--- src/rtl/mem_req_pkg.sv ---
// Shared types and constants for the word-only memory requester.
package mem_req_pkg;

  typedef enum logic [2:0] {
    S_IDLE,
    S_RD_ISSUE,
    S_RD_WAIT,
    S_WR_ISSUE,
    S_WR_WAIT,
    S_RESP
  } state_t;

  localparam logic [2:0] F3_B  = 3'b000;
  localparam logic [2:0] F3_H  = 3'b001;
  localparam logic [2:0] F3_W  = 3'b010;
  localparam logic [2:0] F3_BU = 3'b100;
  localparam logic [2:0] F3_HU = 3'b101;

  localparam logic [1:0] ERR_OK       = 2'b00;
  localparam logic [1:0] ERR_MISALIGN = 2'b01;
  localparam logic [1:0] ERR_TIMEOUT  = 2'b10;

  // Access size comes from funct3[1:0]; unlisted encodings behave as words.
  function automatic logic is_misaligned(input logic [2:0] f3, input logic [1:0] lo);
    logic mis;
    case (f3)
      F3_B, F3_BU: mis = 1'b0;
      F3_H, F3_HU: mis = lo[0];
      default:     mis = (lo != 2'b00);
    endcase
    return mis;
  endfunction

endpackage

--- src/rtl/mem_requester_ld_st_align.sv ---
// Lane handling between 32-bit memory words and sub-word loads/stores.
module ld_st_align
  import mem_req_pkg::*;
(
  input  logic [2:0]  funct3,
  input  logic [1:0]  addr_lo,
  input  logic [31:0] mem_word,
  input  logic [31:0] st_data,
  output logic [31:0] ld_data,
  output logic [31:0] st_word
);

  logic [7:0]  lane_b;
  logic [15:0] lane_h;

  always_comb begin
    lane_b  = mem_word[{addr_lo, 3'b000} +: 8];
    lane_h  = mem_word[{addr_lo[1], 4'b0000} +: 16];
    ld_data = mem_word;
    st_word = st_data;
    case (funct3)
      F3_B: begin
        ld_data = {{24{lane_b[7]}}, lane_b};
        st_word = mem_word;
        st_word[{addr_lo, 3'b000} +: 8] = st_data[7:0];
      end
      F3_BU: begin
        ld_data = {24'h0, lane_b};
        st_word = mem_word;
        st_word[{addr_lo, 3'b000} +: 8] = st_data[7:0];
      end
      F3_H: begin
        ld_data = {{16{lane_h[15]}}, lane_h};
        st_word = mem_word;
        st_word[{addr_lo[1], 4'b0000} +: 16] = st_data[15:0];
      end
      F3_HU: begin
        ld_data = {16'h0, lane_h};
        st_word = mem_word;
        st_word[{addr_lo[1], 4'b0000} +: 16] = st_data[15:0];
      end
      default: begin
        ld_data = mem_word;
        st_word = st_data;
      end
    endcase
  end

endmodule

--- src/rtl/mem_requester.sv ---
// Single-outstanding load/store requester: byte/half/word accesses mapped onto
// word transactions, with read-modify-write for SB/SH and a completion timeout.
//
// state      | meaning
// S_IDLE     | ready for a core request
// S_RD_ISSUE | read pulse to memory
// S_RD_WAIT  | waiting for read completion (load data or RMW merge)
// S_WR_ISSUE | write pulse to memory
// S_WR_WAIT  | waiting for write completion
// S_RESP     | one-cycle response to the core
module mem_requester
  import mem_req_pkg::*;
#(
  parameter int TIMEOUT_CYCLES = 15,
  parameter int ADDR_W         = 27
) (
  input  logic              CLK,
  input  logic              RST,
  input  logic              req_valid,
  output logic              req_ready,
  input  logic              req_we,
  input  logic [2:0]        req_funct3,
  input  logic [ADDR_W-1:0] req_addr,
  input  logic [31:0]       req_wdata,
  output logic              resp_valid,
  output logic [31:0]       resp_rdata,
  output logic [1:0]        resp_err,
  output logic              Request_valid,
  output logic              RE,
  output logic              WE,
  output logic [ADDR_W-1:0] read_addr,
  output logic [ADDR_W-1:0] write_addr,
  output logic [31:0]       write_data,
  input  logic              Request_completed,
  input  logic [31:0]       read_data
);

  localparam int CNT_W = $clog2(TIMEOUT_CYCLES + 1);
  localparam logic [CNT_W-1:0] TMO_CNT = CNT_W'(TIMEOUT_CYCLES);

  state_t state, state_nx;

  logic              we_q;
  logic [2:0]        f3_q;
  logic [ADDR_W-1:0] addr_q;
  logic [31:0]       wdata_q;
  logic [31:0]       wr_word_q;
  logic [31:0]       rdata_q;
  logic [1:0]        err_q;
  logic [CNT_W-1:0]  tcnt;
  logic [CNT_W-1:0]  tcnt_inc;
  logic              tmo;
  logic              req_mis;
  logic              in_wait;
  logic [31:0]       ld_data;
  logic [31:0]       st_word;

  ld_st_align u_align (
    .funct3   (f3_q),
    .addr_lo  (addr_q[1:0]),
    .mem_word (read_data),
    .st_data  (wdata_q),
    .ld_data  (ld_data),
    .st_word  (st_word)
  );

  assign req_mis  = is_misaligned(req_funct3, req_addr[1:0]);
  assign in_wait  = (state == S_RD_WAIT) || (state == S_WR_WAIT);
  // Count of wait cycles including the current one; saturates at the limit.
  assign tcnt_inc = (tcnt == TMO_CNT) ? tcnt : tcnt + 1'b1;
  assign tmo      = (tcnt_inc == TMO_CNT);

  always_ff @(posedge CLK or posedge RST) begin
    if (RST) state <= S_IDLE;
    else     state <= state_nx;
  end

  always_comb begin
    state_nx      = state;
    req_ready     = 1'b0;
    Request_valid = 1'b0;
    RE            = 1'b0;
    WE            = 1'b0;
    resp_valid    = 1'b0;
    case (state)
      S_IDLE: begin
        req_ready = 1'b1;
        if (req_valid) begin
          if (req_mis)                        state_nx = S_RESP;
          else if (req_we && req_funct3[1])   state_nx = S_WR_ISSUE;
          else                                state_nx = S_RD_ISSUE;
        end
      end
      S_RD_ISSUE: begin
        Request_valid = 1'b1;
        RE            = 1'b1;
        state_nx      = S_RD_WAIT;
      end
      S_RD_WAIT: begin
        if (Request_completed) state_nx = we_q ? S_WR_ISSUE : S_RESP;
        else if (tmo)          state_nx = S_RESP;
      end
      S_WR_ISSUE: begin
        Request_valid = 1'b1;
        WE            = 1'b1;
        state_nx      = S_WR_WAIT;
      end
      S_WR_WAIT: begin
        if (Request_completed || tmo) state_nx = S_RESP;
      end
      S_RESP: begin
        resp_valid = 1'b1;
        state_nx   = S_IDLE;
      end
      default: state_nx = S_IDLE;
    endcase
  end

  always_ff @(posedge CLK or posedge RST) begin
    if (RST) begin
      we_q      <= 1'b0;
      f3_q      <= 3'b000;
      addr_q    <= '0;
      wdata_q   <= '0;
      wr_word_q <= '0;
      rdata_q   <= '0;
      err_q     <= ERR_OK;
      tcnt      <= '0;
    end else begin
      if (state == S_IDLE && req_valid) begin
        we_q      <= req_we;
        f3_q      <= req_funct3;
        addr_q    <= req_addr;
        wdata_q   <= req_wdata;
        wr_word_q <= req_wdata;
        rdata_q   <= '0;
        err_q     <= req_mis ? ERR_MISALIGN : ERR_OK;
      end
      if (state == S_RD_ISSUE || state == S_WR_ISSUE) tcnt <= '0;
      else if (in_wait)                               tcnt <= tcnt_inc;
      if (state == S_RD_WAIT && Request_completed) begin
        if (we_q) wr_word_q <= st_word;
        else      rdata_q   <= ld_data;
      end
      if (in_wait && !Request_completed && tmo) err_q <= ERR_TIMEOUT;
    end
  end

  assign read_addr  = {addr_q[ADDR_W-1:2], 2'b00};
  assign write_addr = read_addr;
  assign write_data = wr_word_q;
  assign resp_rdata = rdata_q;
  assign resp_err   = err_q;

endmodule

--- config.mk ---
export PLATFORM = sky130hd
export DESIGN_NAME = mem_requester
export DESIGN_NICKNAME = d
export VERILOG_FILES = /design/src/rtl/mem_req_pkg.sv /design/src/rtl/mem_requester_ld_st_align.sv /design/src/rtl/mem_requester.sv
export SDC_FILE = /design/constraint.sdc
export NUM_CORES = 1
export LEC_CHECK = 0
export CORE_MARGIN = 2
export CORE_UTILIZATION = 40
export DETAILED_ROUTE_END_ITERATION = 8
export GPL_ROUTABILITY_DRIVEN = 0
export PLACE_DENSITY_LB_ADDON = 0.15
export SKIP_LAST_GASP = 1
export SYNTH_ARGS = -nofsm -noshare
export SYNTH_HDL_FRONTEND = slang
export SYNTH_SLANG_ARGS = --single-unit
export TNS_END_PERCENT = 100
--- constraint.sdc ---
create_clock -name CLK -period 4.3 [get_ports CLK]
set_input_delay 0.43 -clock CLK [delete_from_list [all_inputs] [get_ports CLK]]
set_output_delay 0.43 -clock CLK [all_outputs]
set_load 0.01 [all_outputs]
==> flow_summary.ini, run 1 <==
[route]
drt_iter0_markers = 763
drt-wirelength-per-cell_um = 19.5
wirelength_um = 24400
drcViolationCount = 0
postRouteAntennaNets = 0
avgViaCountPerCell = 5.53
vias = 6926
firstDrtPassIters = 6

[pwr]
power.density_nw_per_um2 = 741
max-vdd-ir-drop_uv = 458
p_leak_nw = 4.54

[clock_network]
cts_root_buf = clkbuf_16
cts_setup_buffers = 0
clk_latency_ns = 0.42
cts_buffer_depth = 2
clock_sinks = 136
cts_repair_resize_count = 0
cts_max_level = 4
cts_hold_buf = 0
cts_tree = yes
cts-buffers-inserted = 17
cts.clk_slew.worst_paths_ns = 0.06

[sta]
slew_violations = 0
max_clock_freq_mhz = 351
rsz0062_at_grt = false
worstMarginPinSlew_ns = 1.18
hold_viol_final = 0
setup_tns_ns = 0
period_needed_ns = 2.85
clock_skew_ns = 0.00792
setup_slack_ns = 1.45
finalCritPeriodShare = 0.663
setup_viol = 0
slew_headroom = 0.216

[setup_path]
r2r-end = write_data[13]$_DFF_PP0_
cp_max_fo = 30
cp-endpoint = write_data[13]$_DFF_PP0_
path_class = flop to flop
r2r_slack_ns = 1.45
critPathLaunchType = flop
worst_r2r_path_depth = 7
r2r_start = addr_q[1]$_DFFE_PP0P_
endpoint_kind = flop
worstPathRequired_ns = 4.63
arrival_ns = 3.18
crit_path_start = addr_q[1]$_DFFE_PP0P_

[layout]
instances_no_fill = 1253
n_antenna_cell = 0
final_common_cell = nand2_1
final_cell_mix = 249 x nand2_1, 219 x clkdlybuf4s50_1, 135 x dfrtp_1, 84 x a21oi_1, 25 x a221oi_1
fillers = 1779
area_growth_pct = 31.4
drive_gt1_frac = 0.0707
fin_nets = 1113

[synth]
netlist_instances = 878
ys_warn_count = 0
synth_seq_area_share = 0.442
synth_seq_cells = 136
ys.flop_type = dfrtp_1
synthArstFlopShare = 1.00
syn_area_um2 = 7700
yosysUniqueCellTypes = 55
postSynthAreaPerCell_um2 = 8.77
synth-edff-count = 0

[grt]
grt_pass1_wl_um = 37800
grt_max_degree = 103
grtUsageTotal = 0.240
antenna_found_initial = 0
overflow = 0
first_global_vias = 6666
grtUsageMet1 = 0.346
grt_use_met3 = 0.0523
gr-usage-met2 = 0.361
busiest_layer = met2

[die]
die_area_um2 = 20400
ios = 224
placementRows = 50
core-area_um2 = 18800
chipWidth_um = 143
die_h_um = 143
initial_core_util = 0.410

[place]
placedCellCount = 1223
place.port_buffers = 219
place_ws_ns = 1.54
detailed_place_hpwl_um = 16800

[flow_run]
drv_cap = 0

[min_path]
hold_path_class = input port to async pin

[status]
outcome = finished clean
## synthesized netlist by cell type (5+ instances only)
master    number  area (um^2)
dfrtp_1      136         3400
nor2_1        14         52.6
o221ai_2       7          105
mux2_2        17          191
buf_4         54          405
a211o_1       12          105
a22oi_1       12         90.1
a21oi_1       84          420
and2_1         7         43.8
o21ai_0        9         45.0
inv_1          8         30.0
buf_2         31          155
a21o_1        10         75.1
nand2_1      249          935
nor2b_1       15         93.8
a31oi_1       18          113
and3_1        18          113
nand2b_1       6         37.5
clkbuf_1      28          105
ha_1           6         75.1
a221oi_1      25          219
nand4_1        6         37.5
buf_1          5         18.8
nand3_1       23          115
mux2i_1       22          220
## cells by family (layout without fill, tap and decap cells)
| group | count (synthesis) | count (layout) | share of synthesized area |
|---|---|---|---|
| AO/OA/AOI/OAI | 208 | 208 | 0.187 |
| XOR/XNOR | 1 | 1 | 0.00114 |
| adder cells (fa/ha/maj) | 6 | 6 | 0.00975 |
| buffers and inverters | 131 | 269 | 0.0991 |
| flip-flops | 136 | 136 | 0.442 |
| multiplexers | 39 | 39 | 0.0535 |
| other | 1 | 4 | 0.000487 |
| AND/OR/NAND/NOR | 356 | 356 | 0.208 |
## layer usage
| layer | vias up | wire length, um |
|---|---|---|
| li1 | 3283 | - |
| met5 | - | 0 |
| met3 | 37 | 1620 |
| met1 | 3360 | 11000 |
| met2 | 246 | 11300 |
| met4 | 0 | 547 |
## power by group
group / internal [mW] / switching [mW]
Sequential: 1.84 / 0.590
Combinational: 1.78 / 1.89
Clock: 0.854 / 0.542
## worst min path at each step
stage                                 start  slack (ns)  depth (start not counted)                       to
global placement    wdata_q[25]$_DFFE_PP0P_        0.46                          2  wdata_q[25]$_DFFE_PP0P_
finish                                  RST        0.45                          2    addr_q[2]$_DFFE_PP0P_
floorplan           wdata_q[20]$_DFFE_PP0P_        0.44                          2  wdata_q[20]$_DFFE_PP0P_
detailed placement  wdata_q[21]$_DFFE_PP0P_        0.46                          2  wdata_q[21]$_DFFE_PP0P_
CTS                                     RST        0.48                          2   addr_q[20]$_DFFE_PP0P_
global route        wdata_q[21]$_DFFE_PP0P_        0.49                          2  wdata_q[21]$_DFFE_PP0P_
## worst max-delay path, stage by stage (launching register included)
cell and delay (ns):
dfrtp_1 0.32, buf_4 0.38, clkinv_1 0.45, ha_1 0.51, nor4bb_1 0.59, nand3_1 0.15, a21o_1 0.21, a32oi_1 0.15
## registers in the layout, indices dropped and copies added (netlist names)
signal	flops
resp_rdata	32
wdata_q	32
write_data	32
addr_q	27
tcnt	4
f3_q	3
state	3
resp_err	2
we_q	1
## per-stage QoR
step           cell area (um^2)   util  power (mW)  hold WS, ns
6_report                  10100  0.539        7.50        0.454
5_1_grt                   10100  0.539        8.02        0.490
4_1_cts                   10100  0.539        7.53        0.476
3_5_place_dp               9570  0.510        6.10        0.462
3_3_place_gp               9570  0.510        6.06        0.461
2_1_floorplan              7710      -        4.75        0.441
## layout make-up
type | instances | area, um^2 | area share
clock buffers | 20 | 447 | 0.0441
clock inverters | 10 | 105 | 0.0104
inverters | 9 | 38.8 | 0.00383
multi-input cells | 614 | 3560 | 0.352
flip-flops and latches | 136 | 3400 | 0.336
well taps | 234 | 293 | 0.0289
repair buffers | 230 | 2270 | 0.225
Note: power is estimated with default switching activity, not from simulation.
==> inputs of run 2 (changes only) <==
==> constraint.sdc (replaced) <==
create_clock -name CLK -period 2.6 [get_ports CLK]
set_input_delay 0.26 -clock CLK [delete_from_list [all_inputs] [get_ports CLK]]
set_output_delay 0.26 -clock CLK [all_outputs]
set_load 0.01 [all_outputs]
==> run 2 against run 1 <==
Against the previous run:
- core utilization up 1.7 points
- final cell count rose by 1.7%
- sequential cell count unchanged
- critical path depth fell by 2
- register-to-register slack worse by 0.90 ns
- sequential power rose by 59%
- first-iteration DRC count is 23% lower
- cell area rose by 3.1%
- total power grew 73%
- non-clock buffer count grew 19
- combinational power is 74% higher
- clock skew shrank 0.00070 ns
- critical endpoint is now req_ready
- largest cell class unchanged
==> flow_summary.ini, run 2 (synthesized netlist as in run 1, its figures left out) <==
[sta]
period_needed_ns = 2.38
holdWs_ns = 0.278
setup_tns_ns = 0
setup_slack_ns = 0.221
slew_violations = 0
setup_viol = 0
clock_skew_ns = 0.00722
rsz0062_at_grt = false
max_clock_freq_mhz = 420
worstMarginPinSlew_ns = 0.659
hold_viol_final = 0
finalCritPeriodShare = 0.915
slew_headroom = 0.560

[route]
drt_iter0_markers = 587
firstDrtPassIters = 5
postRouteAntennaNets = 0
vias = 7069
wirelength_um = 23900
drt-wirelength-per-cell_um = 18.7
avgViaCountPerCell = 5.55
drcViolationCount = 0

[pwr]
power.density_nw_per_um2 = 1250
combPwrFrac = 0.492
seqPwrFrac = 0.298
max-vdd-ir-drop_uv = 771
total_power_mw = 13.0
p_leak_nw = 4.70
p_int_mw = 7.95
p_switching_mw = 5.05
p_clk_frac = 0.210
sw_frac_of_total = 0.388

[layout]
area_growth_pct = 35.5
n_antenna_cell = 0
final_common_cell = nand2_1
final_cell_mix = 249 x nand2_1, 219 x clkdlybuf4s50_1, 135 x dfrtp_1, 84 x a21oi_1
drive_gt1_frac = 0.0904
fillers = 1726
fin_area_um2 = 10400
instances_no_fill = 1274
post-route-util = 0.556
fin_nets = 1132

[clock_network]
cts_hold_buf = 0
cts_repair_resize_count = 0
cts_tree = yes
clock_sinks = 136
cts_root_buf = clkbuf_16
cts_buffer_depth = 2
cts_max_level = 4
clk_latency_ns = 0.42
cts.clk_slew.worst_paths_ns = 0.06
cts_setup_buffers = 0
cts-buffers-inserted = 17

[setup_path]
r2r-end = resp_err[0]$_DFFE_PP0P_
cp-endpoint = req_ready
worst_r2r_path_depth = 5
crit_path_start = state[1]$_DFFE_PP0P_
endpoint_kind = primary output
cp_max_fo = 10
worstPathRequired_ns = 2.34
arrival_ns = 2.12
r2r_slack_ns = 0.55
path_class = flop to primary output
critPathLaunchType = flop
r2r_start = tcnt[0]$_DFFE_PP0P_

[place]
placedCellCount = 1242
place_ws_ns = 0.469
detailed_place_hpwl_um = 17100
place.port_buffers = 219
place_area_um2 = 9770

[min_path]
hold_path_class = input port to async pin

[die]
die_h_um = 143
initial_core_util = 0.410
chipWidth_um = 143
ios = 224
die_area_um2 = 20400
core-area_um2 = 18800
placementRows = 50

[grt]
grtUsageTotal = 0.234
grt_pass1_wl_um = 36700
first_global_vias = 6589
antenna_found_initial = 0
grt_max_degree = 58
overflow = 0

[status]
outcome = finished clean

[flow_run]
drv_cap = 0
## run 2: worst max-delay path, cell delays in order (launching register included)
cell	delay, ns
dfrtp_1	0.47
buf_4	0.22
inv_1	0.20
nand2_1	0.13
nor2_1	0.13
clkdlybuf4s50_1	0.55
## run 2: area by class of cell
cell class,instances,area (um^2),area share
multi-input cells,614,3560,0.341
flip-flops and latches,136,3400,0.326
repair buffers,249,2480,0.238
clock buffers,21,470,0.0451
well taps,234,293,0.0281
clock inverters,11,193,0.0185
inverters,9,37.5,0.00360
## run 2: power by group through the flow
stage | combinational (mW) | clock, mW | sequential, mW
2_1_floorplan | 4.06 | 0 | 3.79
3_3_place_gp | 6.31 | 0 | 3.89
3_5_place_dp | 6.37 | 0 | 3.89
4_1_cts | 6.42 | 2.77 | 3.86
5_1_grt | 7.00 | 2.84 | 3.98
6_report | 6.39 | 2.73 | 3.87
## run 2: routing by layer
metal	part of all wire	global-route usage
met5	0	0
met4	0.019	0.0750
met3	0.056	0.0386
met2	0.48	0.372
met1	0.45	0.326
## run 2: how the worst min path moves through the flow
stage	endpoint	cells after the start	slack (ns)
2_1_floorplan	addr_q[10]$_DFFE_PP0P_	2	0.37
3_3_place_gp	wdata_q[22]$_DFFE_PP0P_	2	0.46
3_5_place_dp	wdata_q[22]$_DFFE_PP0P_	2	0.46
4_1_cts	tcnt[3]$_DFFE_PP0P_	2	0.29
5_1_grt	tcnt[3]$_DFFE_PP0P_	2	0.33
6_report	tcnt[3]$_DFFE_PP0P_	2	0.28
==> inputs of run 3 (changes only) <==
--- a/config.mk
+++ b/config.mk
@@ -11,6 +11,7 @@
 export GPL_ROUTABILITY_DRIVEN = 0
 export PLACE_DENSITY_LB_ADDON = 0.15
 export SKIP_LAST_GASP = 1
+export SLEW_MARGIN = 15
 export SYNTH_ARGS = -nofsm -noshare
 export SYNTH_HDL_FRONTEND = slang
 export SYNTH_SLANG_ARGS = --single-unit
==> results of run 3 <==
Same layout as run 2: the final DEF is identical, and so are final timing and power.
